File: config.mk
export PLATFORM = sky130hd
export DESIGN_NAME = regdi_lane_gen_flat
export DESIGN_NICKNAME = d
export VERILOG_FILES = /design/src/rtl/regdi_lane_gen_if.sv /design/src/rtl/regdi_lane_gen.sv /design/src/flat_wrapper.sv
export SDC_FILE = /design/constraint.sdc
export NUM_CORES = 1
export LEC_CHECK = 0
export ABC_CLOCK_PERIOD_IN_PS = 2100
export BUFFER_PORTS_ARGS = -buffer_cell sky130_fd_sc_hd__buf_4
export CAP_MARGIN = 20
export CORE_MARGIN = 2
export CORE_UTILIZATION = 40
export CTS_CLUSTER_DIAMETER = 40
export DETAILED_ROUTE_END_ITERATION = 12
export GPL_TIMING_DRIVEN = 0
export PLACE_DENSITY = 0.64
export REMOVE_ABC_BUFFERS = 1
export SLEW_MARGIN = 20
export SYNTH_ARGS = -nofsm -noshare
export SYNTH_HDL_FRONTEND = slang
export SYNTH_SLANG_ARGS = --single-unit
File: constraint.sdc
create_clock -name REGDI_LANE_CLOCK -period 2.1 [get_ports REGDI_LANE_CLOCK]
set_input_delay 0.105 -clock REGDI_LANE_CLOCK [delete_from_list [all_inputs] [get_ports REGDI_LANE_CLOCK]]
set_output_delay 0.105 -clock REGDI_LANE_CLOCK [all_outputs]
set_load 0.02 [all_outputs]
File: src/rtl/regdi_lane_gen_if.sv
// Lane control and observation signals for one regdi_lane_gen instance.
// The master drives the level, load, direction and pause controls; the slave returns the lane state.
interface regdi_lane_gen_if #(
  parameter int unsigned DATAWIDTH_BUS   = 8,
  parameter int unsigned DATAWIDTH_NIVEL = 2
);
  logic [DATAWIDTH_NIVEL-1:0] REGDI_LANE_NVL_IN;
  logic                       REGDI_LANE_CN_IN;
  logic                       REGDI_LANE_DIR_IN;
  logic                       REGDI_LANE_PAUSE_IN;
  logic [DATAWIDTH_BUS-1:0]   REGDI_LANE_DATAPARALLEL_OUT;
  logic                       REGDI_LANE_STEP_OUT;
  logic [DATAWIDTH_NIVEL-1:0] REGDI_LANE_NVL_OUT;

  modport master (
    output REGDI_LANE_NVL_IN,
    output REGDI_LANE_CN_IN,
    output REGDI_LANE_DIR_IN,
    output REGDI_LANE_PAUSE_IN,
    input  REGDI_LANE_DATAPARALLEL_OUT,
    input  REGDI_LANE_STEP_OUT,
    input  REGDI_LANE_NVL_OUT
  );

  modport slave (
    input  REGDI_LANE_NVL_IN,
    input  REGDI_LANE_CN_IN,
    input  REGDI_LANE_DIR_IN,
    input  REGDI_LANE_PAUSE_IN,
    output REGDI_LANE_DATAPARALLEL_OUT,
    output REGDI_LANE_STEP_OUT,
    output REGDI_LANE_NVL_OUT
  );
endinterface

File: src/rtl/regdi_lane_gen.sv
// Frogger vehicle-lane rotator: loads a per-level pattern on a valid level strobe, then rotates
// it once every P cycles, where P is a per-level period and P = 0 means the lane never moves.
module regdi_lane_gen #(
  parameter int unsigned DATAWIDTH_BUS   = 8,
  parameter int unsigned NUM_LEVELS      = 4,
  parameter int unsigned DATAWIDTH_NIVEL = 2,
  parameter int unsigned DATAWIDTH_DIV   = 5,
  parameter logic [(1 << DATAWIDTH_NIVEL)*DATAWIDTH_BUS-1:0] LEVEL_PATTERNS =
    {8'hC6, 8'h92, 8'h88, 8'h00},
  parameter logic [(1 << DATAWIDTH_NIVEL)*DATAWIDTH_DIV-1:0] LEVEL_PERIODS =
    {5'd8, 5'd16, 5'd24, 5'd0}
) (
  input  logic              REGDI_LANE_CLOCK,
  input  logic              REGDI_LANE_RESET,
  regdi_lane_gen_if.slave   lane
);

  localparam int unsigned NumSlots = 1 << DATAWIDTH_NIVEL;

  typedef enum logic [1:0] {StIdle, StLoad, StRun, StHold} state_e;

  state_e                     r_state;
  logic [DATAWIDTH_BUS-1:0]   r_bus;
  logic                       r_step;
  logic [DATAWIDTH_NIVEL-1:0] r_level;
  logic [DATAWIDTH_DIV-1:0]   r_cnt;

  logic [DATAWIDTH_BUS-1:0]   w_pat_tab [NumSlots];
  logic [DATAWIDTH_DIV-1:0]   w_per_tab [NumSlots];
  logic [NumSlots-1:0]        w_lvl_ok;
  logic [DATAWIDTH_BUS-1:0]   w_pattern;
  logic [DATAWIDTH_DIV-1:0]   w_period;
  logic [DATAWIDTH_BUS-1:0]   w_rot;
  logic                       w_cn_valid;
  logic                       w_tick;

  // Unpack the flat parameter tables; slots at or above NUM_LEVELS are never selectable.
  for (genvar g = 0; g < NumSlots; g++) begin : g_tab
    assign w_pat_tab[g] = LEVEL_PATTERNS[g*DATAWIDTH_BUS +: DATAWIDTH_BUS];
    assign w_per_tab[g] = LEVEL_PERIODS[g*DATAWIDTH_DIV +: DATAWIDTH_DIV];
    assign w_lvl_ok[g]  = (g < NUM_LEVELS);
  end

  assign w_cn_valid = lane.REGDI_LANE_CN_IN & w_lvl_ok[lane.REGDI_LANE_NVL_IN];
  assign w_pattern  = w_pat_tab[r_level];
  assign w_period   = w_per_tab[r_level];
  assign w_tick     = (w_period != '0) && (r_cnt == w_period - 1'b1);
  assign w_rot      = lane.REGDI_LANE_DIR_IN ? {r_bus[0], r_bus[DATAWIDTH_BUS-1:1]}
                                             : {r_bus[DATAWIDTH_BUS-2:0], r_bus[DATAWIDTH_BUS-1]};

  always_ff @(posedge REGDI_LANE_CLOCK or posedge REGDI_LANE_RESET) begin
    if (REGDI_LANE_RESET) begin
      r_state <= StIdle;
      r_bus   <= '0;
      r_step  <= 1'b0;
      r_level <= '0;
      r_cnt   <= '0;
    end else begin
      r_step <= 1'b0;
      // A valid load wins over pause and over a tick landing on the same edge.
      if (w_cn_valid) begin
        r_level <= lane.REGDI_LANE_NVL_IN;
        r_cnt   <= '0;
        r_state <= StLoad;
      end else begin
        unique case (r_state)
          StIdle: begin
            r_bus <= '0;
          end
          StLoad: begin
            r_bus   <= w_pattern;
            r_cnt   <= '0;
            r_state <= lane.REGDI_LANE_PAUSE_IN ? StHold : StRun;
          end
          StRun: begin
            if (lane.REGDI_LANE_PAUSE_IN) begin
              r_state <= StHold;
            end else if (w_period == '0) begin
              r_cnt <= '0;
            end else if (w_tick) begin
              r_cnt  <= '0;
              r_bus  <= w_rot;
              r_step <= 1'b1;
            end else begin
              r_cnt <= r_cnt + 1'b1;
            end
          end
          StHold: begin
            if (!lane.REGDI_LANE_PAUSE_IN) begin
              r_state <= StRun;
            end
          end
          default: r_state <= StIdle;
        endcase
      end
    end
  end

  assign lane.REGDI_LANE_DATAPARALLEL_OUT = r_bus;
  assign lane.REGDI_LANE_STEP_OUT         = r_step;
  assign lane.REGDI_LANE_NVL_OUT          = r_level;

endmodule

File: src/flat_wrapper.sv
// flat-port wrapper written by rule: the top's interface ports become plain ports
module regdi_lane_gen_flat 
#(
  parameter int unsigned DATAWIDTH_BUS   = 8,
  parameter int unsigned NUM_LEVELS      = 4,
  parameter int unsigned DATAWIDTH_NIVEL = 2,
  parameter int unsigned DATAWIDTH_DIV   = 5,
  parameter logic [(1 << DATAWIDTH_NIVEL)*DATAWIDTH_BUS-1:0] LEVEL_PATTERNS =
    {8'hC6, 8'h92, 8'h88, 8'h00},
  parameter logic [(1 << DATAWIDTH_NIVEL)*DATAWIDTH_DIV-1:0] LEVEL_PERIODS =
    {5'd8, 5'd16, 5'd24, 5'd0}
)
  (REGDI_LANE_CLOCK, REGDI_LANE_RESET, lane_REGDI_LANE_NVL_IN, lane_REGDI_LANE_CN_IN, lane_REGDI_LANE_DIR_IN, lane_REGDI_LANE_PAUSE_IN, lane_REGDI_LANE_DATAPARALLEL_OUT, lane_REGDI_LANE_STEP_OUT, lane_REGDI_LANE_NVL_OUT);
  regdi_lane_gen_if #(.DATAWIDTH_BUS(DATAWIDTH_BUS), .DATAWIDTH_NIVEL(DATAWIDTH_NIVEL)) lane_i ();
  input  logic REGDI_LANE_CLOCK;
  input  logic REGDI_LANE_RESET;
  input wire logic [$bits(lane_i.REGDI_LANE_NVL_IN)-1:0] lane_REGDI_LANE_NVL_IN;
  input wire logic [$bits(lane_i.REGDI_LANE_CN_IN)-1:0] lane_REGDI_LANE_CN_IN;
  input wire logic [$bits(lane_i.REGDI_LANE_DIR_IN)-1:0] lane_REGDI_LANE_DIR_IN;
  input wire logic [$bits(lane_i.REGDI_LANE_PAUSE_IN)-1:0] lane_REGDI_LANE_PAUSE_IN;
  output wire logic [$bits(lane_i.REGDI_LANE_DATAPARALLEL_OUT)-1:0] lane_REGDI_LANE_DATAPARALLEL_OUT;
  output wire logic [$bits(lane_i.REGDI_LANE_STEP_OUT)-1:0] lane_REGDI_LANE_STEP_OUT;
  output wire logic [$bits(lane_i.REGDI_LANE_NVL_OUT)-1:0] lane_REGDI_LANE_NVL_OUT;
  assign lane_i.REGDI_LANE_NVL_IN = lane_REGDI_LANE_NVL_IN;
  assign lane_i.REGDI_LANE_CN_IN = lane_REGDI_LANE_CN_IN;
  assign lane_i.REGDI_LANE_DIR_IN = lane_REGDI_LANE_DIR_IN;
  assign lane_i.REGDI_LANE_PAUSE_IN = lane_REGDI_LANE_PAUSE_IN;
  assign lane_REGDI_LANE_DATAPARALLEL_OUT = lane_i.REGDI_LANE_DATAPARALLEL_OUT;
  assign lane_REGDI_LANE_STEP_OUT = lane_i.REGDI_LANE_STEP_OUT;
  assign lane_REGDI_LANE_NVL_OUT = lane_i.REGDI_LANE_NVL_OUT;
  regdi_lane_gen #(.DATAWIDTH_BUS(DATAWIDTH_BUS), .NUM_LEVELS(NUM_LEVELS), .DATAWIDTH_NIVEL(DATAWIDTH_NIVEL), .DATAWIDTH_DIV(DATAWIDTH_DIV), .LEVEL_PATTERNS(LEVEL_PATTERNS), .LEVEL_PERIODS(LEVEL_PERIODS)) u_core (.REGDI_LANE_CLOCK(REGDI_LANE_CLOCK), .REGDI_LANE_RESET(REGDI_LANE_RESET), .lane(lane_i));
endmodule
* Yosys cells after proc, flatten, opt, wreduce, memory -nomap -nowiden
Index checks and enable logic that the tools add are counted.
Word-level totals: logic and storage cells 60, output and inout bits 11, bits of input ports 7, register bits after elaboration 18
Cells by class: equal/unequal tests 10, bitwise logic cells 3, add/sub/neg operators 2, multiplexer cells 28, magnitude comparators 2, reduce and logical (&&, ||, !) cells 10
Operators by type and width (count):
- two-way mux 8 bit | 6
- two-way mux 5 bit | 6
- one-hot mux 8 bit (3 select lines) | 1
- binary-select mux 8 bit (select 2 bit) | 1
- binary-select mux 5 bit (select 2 bit) | 1
- one-hot mux 5 bit (2 select lines) | 1
- != test 3 x 2 -> 1 bit, second input constant | 3
- two-way mux 1 bit | 7
- two-way mux 2 bit | 3
- one-hot mux 2 bit (3 select lines) | 1
- nonzero test 3 bit | 2
- adder 5 x 1 -> 5 bit, second input constant | 1
- == test 5 bit | 1
- zero test 5 bit | 1
- AND reduction 5 bit | 1
- nonzero test 5 bit | 1
- subtractor 5 x 1 -> 5 bit, second input constant | 1
- == test 2 bit, second input constant | 2
- != test 2 bit, second input constant | 2
- nonzero test 4 bit | 1
- greater-or-equal comparator 3 bit, second input constant | 1
- less-than comparator 2 x 3 -> 1 bit, second input constant | 1
- inverter 2 -> 3 bit | 1
- AND reduction 3 bit | 1
- other kinds (8) | 8

* Depth between registers and ports, before layout
Gate-level depths: netlist of run 1.
depth after elaboration 12, gate-level depth with buffers 7, depth with buffers taken out 6

* Least setup slack after synthesis of run 1
Ideal clock, no wire load.
kind flip-flop to flip-flop, start point reg u_core.r_state[0], end point reg u_core.r_cnt[3], data required time 2.020 ns, setup time 0.080 ns, slack 0.263 ns, cell stages (with the launch flop) 7, data arrival time 1.756 ns, buffers on the path 1, cell sequence dfrtp_1 > inv_1 > ha_1 > buf_6 > or4_1 > or3_1 > o211ai_2
Between the ends: cells in the longest elaborated chain, start to end 3
Ends and longest elaborated chain:
- from (decl) | line regdi_lane_gen.sv:22 | state_e r_state;
- from (signal assigned) | line regdi_lane_gen.sv:53 | r_state <= StIdle;
- from (signal assigned) | line regdi_lane_gen.sv:64 | r_state <= StLoad;
- from (signal assigned) | line regdi_lane_gen.sv:73 | r_state <= lane.REGDI_LANE_PAUSE_IN ? StHold : StRun;
- == test 2 bit / == test 2 x 1 -> 1 bit (equally long branches) | line regdi_lane_gen.sv:66 | unique case (r_state)
- one-hot mux 5 bit (2 select lines), or another cell as far along | line regdi_lane_gen.sv:66
- two-way mux 5 bit / AND reduction 2 bit (equally long branches)
- to (signal assigned) | line regdi_lane_gen.sv:85 | r_cnt <= r_cnt + 1'b1;
- to (decl) | line regdi_lane_gen.sv:26 | logic [DATAWIDTH_DIV-1:0] r_cnt;
Parallel ways exist; a longest one is shown, timed or not. A chain may end at the register's enable or synchronous reset.

* Worst setup path after layout of run 1
start point reg u_core.r_state[0], end point reg u_core.r_cnt[0]
The elaborated chain is that of the path after synthesis.

==> results of run 1 <==
[repair_timing]
item | in CTS | in global routing
gates resized for setup | 0 | 2
hold endpoints to repair | 18 | 0
setup buffers | 0 | 0
hold buffers | 1 | 0
endpoints found under the setup margin | 0 | 5
[sequential cells by signal, indices dropped and copies added (netlist names)]
name                                     flops
u_core.lane.REGDI_LANE_NVL_OUT               2
u_core.r_cnt                                 5
u_core.lane.REGDI_LANE_STEP_OUT              1
u_core.lane.REGDI_LANE_DATAPARALLEL_OUT      8
u_core.r_state                               2
[worst max-delay path: stages (launching register included)]
cell and delay [ps]:
dfrtp_2 470, inv_1 80, ha_2 330, a21oi_1 190, nor2_1 140, or3_4 430
o21ai_0 170
[cells in the final DEF, fill, tap and decap left out, types with 2 or more instances in the layout]
| master | instances |
|---|---|
| buf_4 | 17 |
| dfrtp_1 | 17 |
| mux2_2 | 15 |
| nand2_1 | 12 |
| nor2_1 | 8 |
| a21oi_1 | 6 |
| o21ai_0 | 5 |
| inv_1 | 5 |
| ha_1 | 4 |
| nand3_1 | 3 |
| mux2i_1 | 3 |
| clkbuf_4 | 3 |
| nand3b_1 | 2 |
[power by group through the flow]
stage          sequential (mW)  clock (mW)  combinational, mW
6_report                 0.496       0.176              0.584
5_1_grt                  0.509       0.190              0.637
4_1_cts                  0.493       0.179              0.581
3_5_place_dp             0.500           0              0.576
3_3_place_gp             0.495           0              0.567
2_1_floorplan            0.534           0              0.356
[final cells by class]
cell class	count	area, um2	share of cell area
multi-input cells	84	662	0.497
inverters	5	18.8	0.0141
repair buffers	18	138	0.103
clock buffers	3	22.5	0.0169
flip-flops and latches	18	452	0.339
well taps	31	38.8	0.0291
[through the flow]
stage | hold slack [ps] | cell area [um2] | utilization | instances
6_report | 13.6 | 1330 | 0.483 | 159
5_1_grt | 26.2 | 1330 | 0.483 | 159
4_1_cts | 16.8 | 1330 | 0.481 | 159
3_5_place_dp | 272 | 1290 | 0.470 | 155
3_3_place_gp | 254 | 1290 | 0.470 | 155
2_1_floorplan | 43.6 | 1130 | - | 107
[kinds of logic (layout without fill, tap and decap cells)]
kind of cell    Yosys count  after routing  synth area share
buf+inv                   9             26            0.0411
simple gates             37             37             0.188
xor+xnor                  1              1           0.00757
fa+ha+maj                 5              5            0.0541
compound gates           23             23             0.148
flops                    18             18             0.389
mux                      18             18             0.172
[worst max path at each step]
stage	start	cells after the start	to	slack, ps
final	u_core.r_state[0]	6	u_core.r_cnt[0]	220
after global routing	u_core.r_state[0]	6	u_core.r_cnt[0]	60
after detailed placement	u_core.r_state[0]	6	u_core.r_cnt[1]	120
after floorplan	u_core.r_state[0]	5	u_core.r_cnt[3]	300
after CTS	u_core.r_state[0]	6	u_core.r_cnt[1]	80
after global placement	u_core.r_state[0]	6	u_core.r_cnt[1]	180
[per-layer routing]
metal | part of all wire | track usage
met3 | 0.023 | 0.0134
met4 | 0.024 | 0.0797
met1 | 0.48 | 0.195
met5 | 0 | 0
met2 | 0.47 | 0.253
==> flow_summary.yaml, run 1 <==
placed_design:
  gp_congestion: 0.716
  place_ws_ps: 121
  place_hpwl_um: 1690
  portBuffers: 17
pwr:
  power_frac_clock: 0.140
  seqPwrFrac: 0.395
  vdd_drop_max_mv: 0.618
  p_int_mw: 0.747
  p_total_mw: 1.26
  p_sw_frac: 0.405
  cellPowerDensity_nw_per_um2: 944
  leakage_nw: 0.605
  switchingPower_mw: 0.509
  combPwrFrac: 0.465
clock_tree:
  cts-buffers-inserted: 3
  cts_tree: "done"
  cts.clk_slew.worst_paths_ps: 100
  clockRootBuffer: "clkbuf_4"
  clk_path_buf_depth: 2
  htreeDepth: 1
  clock_sink_count: 18
  clock_latency_ps: 300
floorplan:
  die_area_um2: 3340
  num_io_pins: 18
  core-area_um2: 2760
  die_y_um: 57.8
  row_count: 19
  die_w_um: 57.8
  start_util: 0.420
yosys:
  synth_warnings: 0
  netlist_instances: 111
  ys_top_cells_by_count: "dfrtp_1 (18), mux2_2 (15), nand2_1 (12), nor2_1 (8), a21oi_1 (6)"
  async_flop_share: 1.00
  synth.largest_area_cell: "dfrtp_1"
  synth-main-ff-cell: "dfrtp_1"
  yosys-top-cells-area: "dfrtp_1 (39%), mux2_2 (15%), ha_1 (5.4%)"
  synth.most_common_cell: "dfrtp_1"
  post_synth_num_cell_types: 39
  syn_area_um2: 1160
  ys_seq_elements: 18
  synth_top_cell_area_share: 0.389
  ys_seq_area_frac: 0.389
  synth_edf_count: 0
  syn_avg_cell_area_um2: 10.4
sta:
  fin_ws_ps: 216
  finalCriticalPeriod_ps: 1880
  finalSetupViolations: 0
  hold_violations: 0
  drv_slew: 0
  rsz0062_at_grt: "no"
  fin_crit_sh: 0.897
  relSlewSlack: 0.529
  setup_tns_ps: 0
  clock-skew-final_ps: 5.95
  worst_slew_pin_slew_ps: 705
  fmax_ghz: 0.531
global_route:
  grt_first_pass_wirelength_um: 3950
  grt_max_degree: 19
  track_usage: 0.152
  grt_pass1_vias: 872
  grt-ovfl-total: 0
  antenna_found_initial: 0
detailed_routing:
  wl_per_cell_um: 14.7
  dr.pass1.iters: 4
  drt_iter0_drc: 12
  ant_nets: 0
  vias: 883
  wirelength_um: 2330
  route.detailed.drc: 0
  via_per_inst: 5.55
run:
  maxCapViolations: 0
worst_setup_path:
  r2r_end: "u_core.r_cnt[0]"
  cp_max_fo: 9
  crit_path_end_kind: "register"
  timing.rr.start: "u_core.r_state[0]"
  crit_type: "reg -> reg"
  crit_arrival_ps: 2100
  start_kind: "register"
  reg2reg_slack_ps: 220
  rr_worst_depth: 6
  crit_required_ps: 2320
layout:
  diodes: 0
  area_growth_pct: 15.0
  fillCellCount: 271
  drive_gt1_frac: 0.344
  nNetsFinal: 142
outcome:
  status: "complete, no violations"
hold_path:
  hold_end: "u_core.lane.REGDI_LANE_NVL_OUT[1]"
  hold_depth: 3
  min_from: "lane_REGDI_LANE_NVL_IN[1]"
  hold_class: "in -> reg"
Power figures use the tool's default switching activity.
==> run 2, diff against run 1 <==
--- a/config.mk
+++ b/config.mk
@@ -5,7 +5,7 @@
 export SDC_FILE = /design/constraint.sdc
 export NUM_CORES = 1
 export LEC_CHECK = 0
-export ABC_CLOCK_PERIOD_IN_PS = 2100
+export ABC_CLOCK_PERIOD_IN_PS = 2000
 export BUFFER_PORTS_ARGS = -buffer_cell sky130_fd_sc_hd__buf_4
 export CAP_MARGIN = 20
 export CORE_MARGIN = 2
==> constraint.sdc (replaced) <==
create_clock -name REGDI_LANE_CLOCK -period 2 [get_ports REGDI_LANE_CLOCK]
set_input_delay 0.1 -clock REGDI_LANE_CLOCK [delete_from_list [all_inputs] [get_ports REGDI_LANE_CLOCK]]
set_output_delay 0.1 -clock REGDI_LANE_CLOCK [all_outputs]
set_load 0.02 [all_outputs]
==> flow_summary.yaml, run 2 (synthesized netlist as in run 1, its figures left out) <==
sta:
  finalSetupViolations: 0
  clock-skew-final_ps: 5.54
  fin_crit_sh: 0.942
  worst_slew_pin_slew_ps: 702
  hold_violations: 0
  finalCriticalPeriod_ps: 1880
  relSlewSlack: 0.531
  rsz0062_at_grt: "no"
  fmax_ghz: 0.531
  drv_slew: 0
  setup_tns_ps: 0
layout:
  drive_gt1_frac: 0.344
  fillCellCount: 271
  final_cell_mix: "buf_4 (17), dfrtp_1 (17), mux2_2 (15)"
  area_growth_pct: 15.0
  diodes: 0
  nNetsFinal: 142
  stdcell_area_um2: 1330
  fin_util: 0.483
  largest_reg_flops: 8
  fin_cells: 159
floorplan:
  row_count: 19
  die_y_um: 57.8
  core-area_um2: 2760
  die_area_um2: 3340
  num_io_pins: 18
  start_util: 0.420
  die_w_um: 57.8
pwr:
  cellPowerDensity_nw_per_um2: 991
  vdd_drop_max_mv: 0.649
  leakage_nw: 0.606
  p_total_mw: 1.32
global_route:
  gr-usage-met3: 0.0134
  grt-ovfl-total: 0
  antenna_found_initial: 0
  grt_use_met2: 0.253
  grt_max_degree: 19
  track_usage: 0.152
  grt_pass1_vias: 872
  top_usage_layer: "met2"
  met1_usage: 0.195
  grt_first_pass_wirelength_um: 3950
placed_design:
  place_hpwl_um: 1690
  portBuffers: 17
  placed_cell_area_um2: 1290
  gp_congestion: 0.716
  dp.cells: 155
clock_tree:
  clock_sink_count: 18
  clk_path_buf_depth: 2
  htreeDepth: 1
  post-cts-setup-buffers: 0
  cts_tree: "done"
  cts-buffers-inserted: 3
  cts.clk_slew.worst_paths_ps: 100
  clock_latency_ps: 300
  clockRootBuffer: "clkbuf_4"
worst_setup_path:
  crit_path_end_kind: "register"
  crit_required_ps: 2220
  timing.rr.start: "u_core.r_state[0]"
  crit_type: "reg -> reg"
  crit_arrival_ps: 2100
  start_kind: "register"
  cp_max_fo: 9
  startpoint: "u_core.r_state[0]"
detailed_routing:
  vias: 888
  route.detailed.drc: 0
  wl_per_cell_um: 14.6
  dr.pass1.iters: 4
  via_per_inst: 5.58
  wirelength_um: 2330
  drt_iter0_drc: 12
  ant_nets: 0
hold_path:
  min_from: "lane_REGDI_LANE_NVL_IN[1]"
  hold_class: "in -> reg"
run:
  maxCapViolations: 0
outcome:
  status: "complete, no violations"
[run 2: cell count changes in the layout (fill, tap and decap cells not counted)]
cell | previous run | this run
o21ai_1 | 0 | 1
o21ai_0 | 5 | 4
[run 2: path summary, 6_finish.rpt]
check / depth (start not counted) / slack, ps / endpoint
worst max-delay path: 6 / 120 / u_core.r_cnt[1]
worst min-delay path: 3 / 8 / u_core.lane.REGDI_LANE_NVL_OUT[1]
worst max register to register: 6 / 120 / u_core.r_cnt[1]
worst min register to register: 1 / 520 / u_core.r_cnt[0]
max in group asynchronous: 3 / 1050 / u_core.r_state[0]
min in group asynchronous: 3 / 460 / u_core.lane.REGDI_LANE_DATAPARALLEL_OUT[4]
[run 2: cell type report]
cell class | count | area (um2) | area share
timing repair buffer | 18 | 138 | 0.103
tap | 31 | 38.8 | 0.0291
inverter | 5 | 18.8 | 0.0141
sequential | 18 | 452 | 0.339
multi-input combinational | 84 | 662 | 0.497
clock buffer | 3 | 22.5 | 0.0169
[run 2: critical path, stage by stage (launching register included)]
cell and delay [ps]:
dfrtp_2 470, inv_1 80, ha_2 330, a21oi_1 190, nor2_1 140, or3_4 430
o21ai_0 170
[run 2: layer usage]
metal / wire length (um) / vias up
met5: 0 / -
met4: 57 / 0
met3: 53 / 5
met2: 1090 / 12
met1: 1130 / 431
li1: - / 440
[run 2: per-stage QoR]
step / setup slack, ps / hold slack (ps)
after floorplan: 197 / 38.6
after global placement: 77.1 / 249
after detailed placement: 20.6 / 267
after CTS: 42.5 / 11.8
after global routing: 7.44 / 21.2
final: 116 / 8.49
[run 2: report_power, final]
part	internal (mW)	switching (mW)	leakage, nW
Sequential	0.432	0.0885	0.239
Combinational	0.282	0.332	0.353
Clock	0.0703	0.114	0.0138
[run 2: repair_timing]
item                       in CTS  in global routing
setup endpoints to repair       2                 13
resized for setup               1                  2
hold buffers                    1                  0
pin swaps                       0                  0
hold endpoints to repair       18                  0
==> run 3, diff against run 2 <==
--- a/config.mk
+++ b/config.mk
@@ -5,15 +5,18 @@
 export SDC_FILE = /design/constraint.sdc
 export NUM_CORES = 1
 export LEC_CHECK = 0
+export ABC_AREA = 1
 export ABC_CLOCK_PERIOD_IN_PS = 2000
 export BUFFER_PORTS_ARGS = -buffer_cell sky130_fd_sc_hd__buf_4
 export CAP_MARGIN = 20
+export CELL_PAD_IN_SITES_DETAIL_PLACEMENT = 1
+export CELL_PAD_IN_SITES_GLOBAL_PLACEMENT = 2
 export CORE_MARGIN = 2
-export CORE_UTILIZATION = 40
+export CORE_UTILIZATION = 31
 export CTS_CLUSTER_DIAMETER = 40
 export DETAILED_ROUTE_END_ITERATION = 12
 export GPL_TIMING_DRIVEN = 0
-export PLACE_DENSITY = 0.64
+export PLACE_DENSITY = 0.82
 export REMOVE_ABC_BUFFERS = 1
 export SLEW_MARGIN = 20
 export SYNTH_ARGS = -nofsm -noshare
==> flow_summary.yaml, run 3 <==
detailed_routing:
  wirelength_um: 2960
  drt_iter0_drc: 38
  vias: 1108
  via_per_inst: 4.84
  dr.pass1.iters: 5
  wl_per_cell_um: 12.9
  ant_nets: 0
  route.detailed.drc: 0
clock_tree:
  cts-buffers-inserted: 3
  htreeDepth: 1
  clk_path_buf_depth: 2
  cts-resized-gates: 0
  cts_tree: "done"
  clockRootBuffer: "clkbuf_8"
  clock_latency_ps: 250
  clock_sink_count: 18
  post-cts-setup-buffers: 0
  cts.clk_slew.worst_paths_ps: 70
  cts_hold_buf: 0
layout:
  final_cell_mix: "nand2_1 (55), nand3_1 (24), inv_1 (18), dfrtp_1 (18), buf_4 (17)"
  drive_gt1_frac: 0.171
  area_growth_pct: 18.6
  largest_reg_flops: 8
  fin_util: 0.378
  nNetsFinal: 195
  diodes: 0
  layout_commonest_cell: "nand2_1"
global_route:
  grt_first_pass_wirelength_um: 5200
  track_usage: 0.154
  grt_max_degree: 19
  grt_pass1_vias: 1112
  grt-ovfl-total: 0
  antenna_found_initial: 0
worst_setup_path:
  crit_path_max_incr_delay_ps: 450
  critPathSlowestCell: "dfrtp_1"
  reg2reg_slack_ps: 340
  crit_top_cell: "nand2_1"
  crit_arrival_ps: 1800
  path_cells: "inv_1, ha_2, nand2_1, nand2_1, nand2_1, a21oi_1, a21oi_1"
  start_kind: "register"
  crit_buf_inv: 1
  crit_path_end_kind: "register"
  crit_required_ps: 2140
  timing.rr.start: "u_core.r_state[0]"
  startpoint: "u_core.r_state[0]"
  crit_type: "reg -> reg"
  worst_path_dominant_cell_family: "flip-flops"
  cp_max_fo: 15
pwr:
  cellPowerDensity_nw_per_um2: 988
  vdd_drop_max_mv: 0.473
  leakage_nw: 0.686
  p_total_mw: 1.36
floorplan:
  num_io_pins: 18
  die_area_um2: 4250
  die_w_um: 65.2
  core-area_um2: 3630
  start_util: 0.319
  die_y_um: 65.2
  row_count: 22
run:
  maxCapViolations: 0
sta:
  drv_slew: 0
  finalSetupViolations: 0
  clock-skew-final_ps: 1.92
  fin_crit_sh: 0.832
  rsz0062_at_grt: "no"
  finalCriticalPeriod_ps: 1660
  relSlewSlack: 0.508
  hold_violations: 18
  setup_tns_ps: 0
  worst_slew_pin_slew_ps: 737
  timing.hold.ws_ps: -23.3
  fmax_ghz: 0.601
yosys:
  yosys-top-cells-area: "dfrtp_1 (39%), nand2_1 (18%), nand3_1 (10%)"
  async_flop_share: 1.00
  ys_top_cells_by_count: "nand2_1 (55), nand3_1 (24), dfrtp_1 (18), inv_1 (18), a21oi_1 (12)"
  syn_area_um2: 1160
  synth.largest_area_cell: "dfrtp_1"
  synth_warnings: 0
  synth.most_common_cell: "nand2_1"
  synth_edf_count: 0
  netlist_instances: 164
  post_synth_num_cell_types: 21
  synth-main-ff-cell: "dfrtp_1"
  synth_top_cell_area_share: 0.388
  syn_avg_cell_area_um2: 7.07
  ys_seq_area_frac: 0.388
  ys_seq_elements: 18
outcome:
  status: "finished, violations left"
  violations: "negative hold slack"
placed_design:
  portBuffers: 17
  gp_congestion: 0.768
  place_hpwl_um: 2290
hold_path:
  hold_class: "in -> async"
==> run 3: metal layers <==
metal | up-vias | track usage | share of wire
li1 | 563 | - | -
met1 | 530 | 0.222 | 0.51
met2 | 13 | 0.249 | 0.46
met3 | 2 | 0.0205 | 0.023
met4 | 0 | 0.0313 | 0.0085
met5 | - | 0 | 0
==> run 3: cell families (layout without fill, tap and decap cells) <==
| group | after synthesis | after routing | synth area share |
|---|---|---|---|
| AND/OR/NAND/NOR | 94 | 94 | 0.371 |
| buffers and inverters | 26 | 43 | 0.0885 |
| AO/OA/AOI/OAI | 20 | 20 | 0.0906 |
| flip-flops | 18 | 18 | 0.388 |
| adder cells (fa/ha/maj) | 5 | 5 | 0.0539 |
| XOR/XNOR | 1 | 1 | 0.00755 |
==> run 3: final cells by class <==
cell class                      count  area [um2]
Inverter                           23        86.3
Multi-Input combinational cell    120         609
Tap cell                           48        60.1
Fill cell                         475        2260
Sequential cell                    18         450
Clock buffer                        3        41.3
Timing Repair Buffer               17         128
==> run 3: worst paths after layout <==
kind / cells past startpoint / end
max: 7 / u_core.r_cnt[4]
min: 2 / u_core.lane.REGDI_LANE_DATAPARALLEL_OUT[3]
max reg2reg: 7 / u_core.r_cnt[4]
min reg2reg: 2 / u_core.lane.REGDI_LANE_DATAPARALLEL_OUT[3]
max in group asynchronous: 2 / u_core.lane.REGDI_LANE_DATAPARALLEL_OUT[4]
min in group REGDI_LANE_CLOCK: 3 / u_core.lane.REGDI_LANE_NVL_OUT[0]
==> run 3: metrics by stage <==
step | instance area (um2) | cells | setup slack [ps]
3_5_place_dp | 1330 | 226 | 153
5_1_grt | 1380 | 229 | 147
6_report | 1380 | 229 | 335
2_1_floorplan | 1140 | 161 | 473
4_1_cts | 1370 | 229 | 138
3_3_place_gp | 1330 | 226 | 203
==> run 3: power by group <==
group / total, mW / switching (mW) / internal (mW) / leakage [nW]
logic: 0.602 / 0.393 / 0.208 / 0.425
clock network: 0.257 / 0.124 / 0.134 / 0.0216
registers: 0.500 / 0.0743 / 0.426 / 0.240
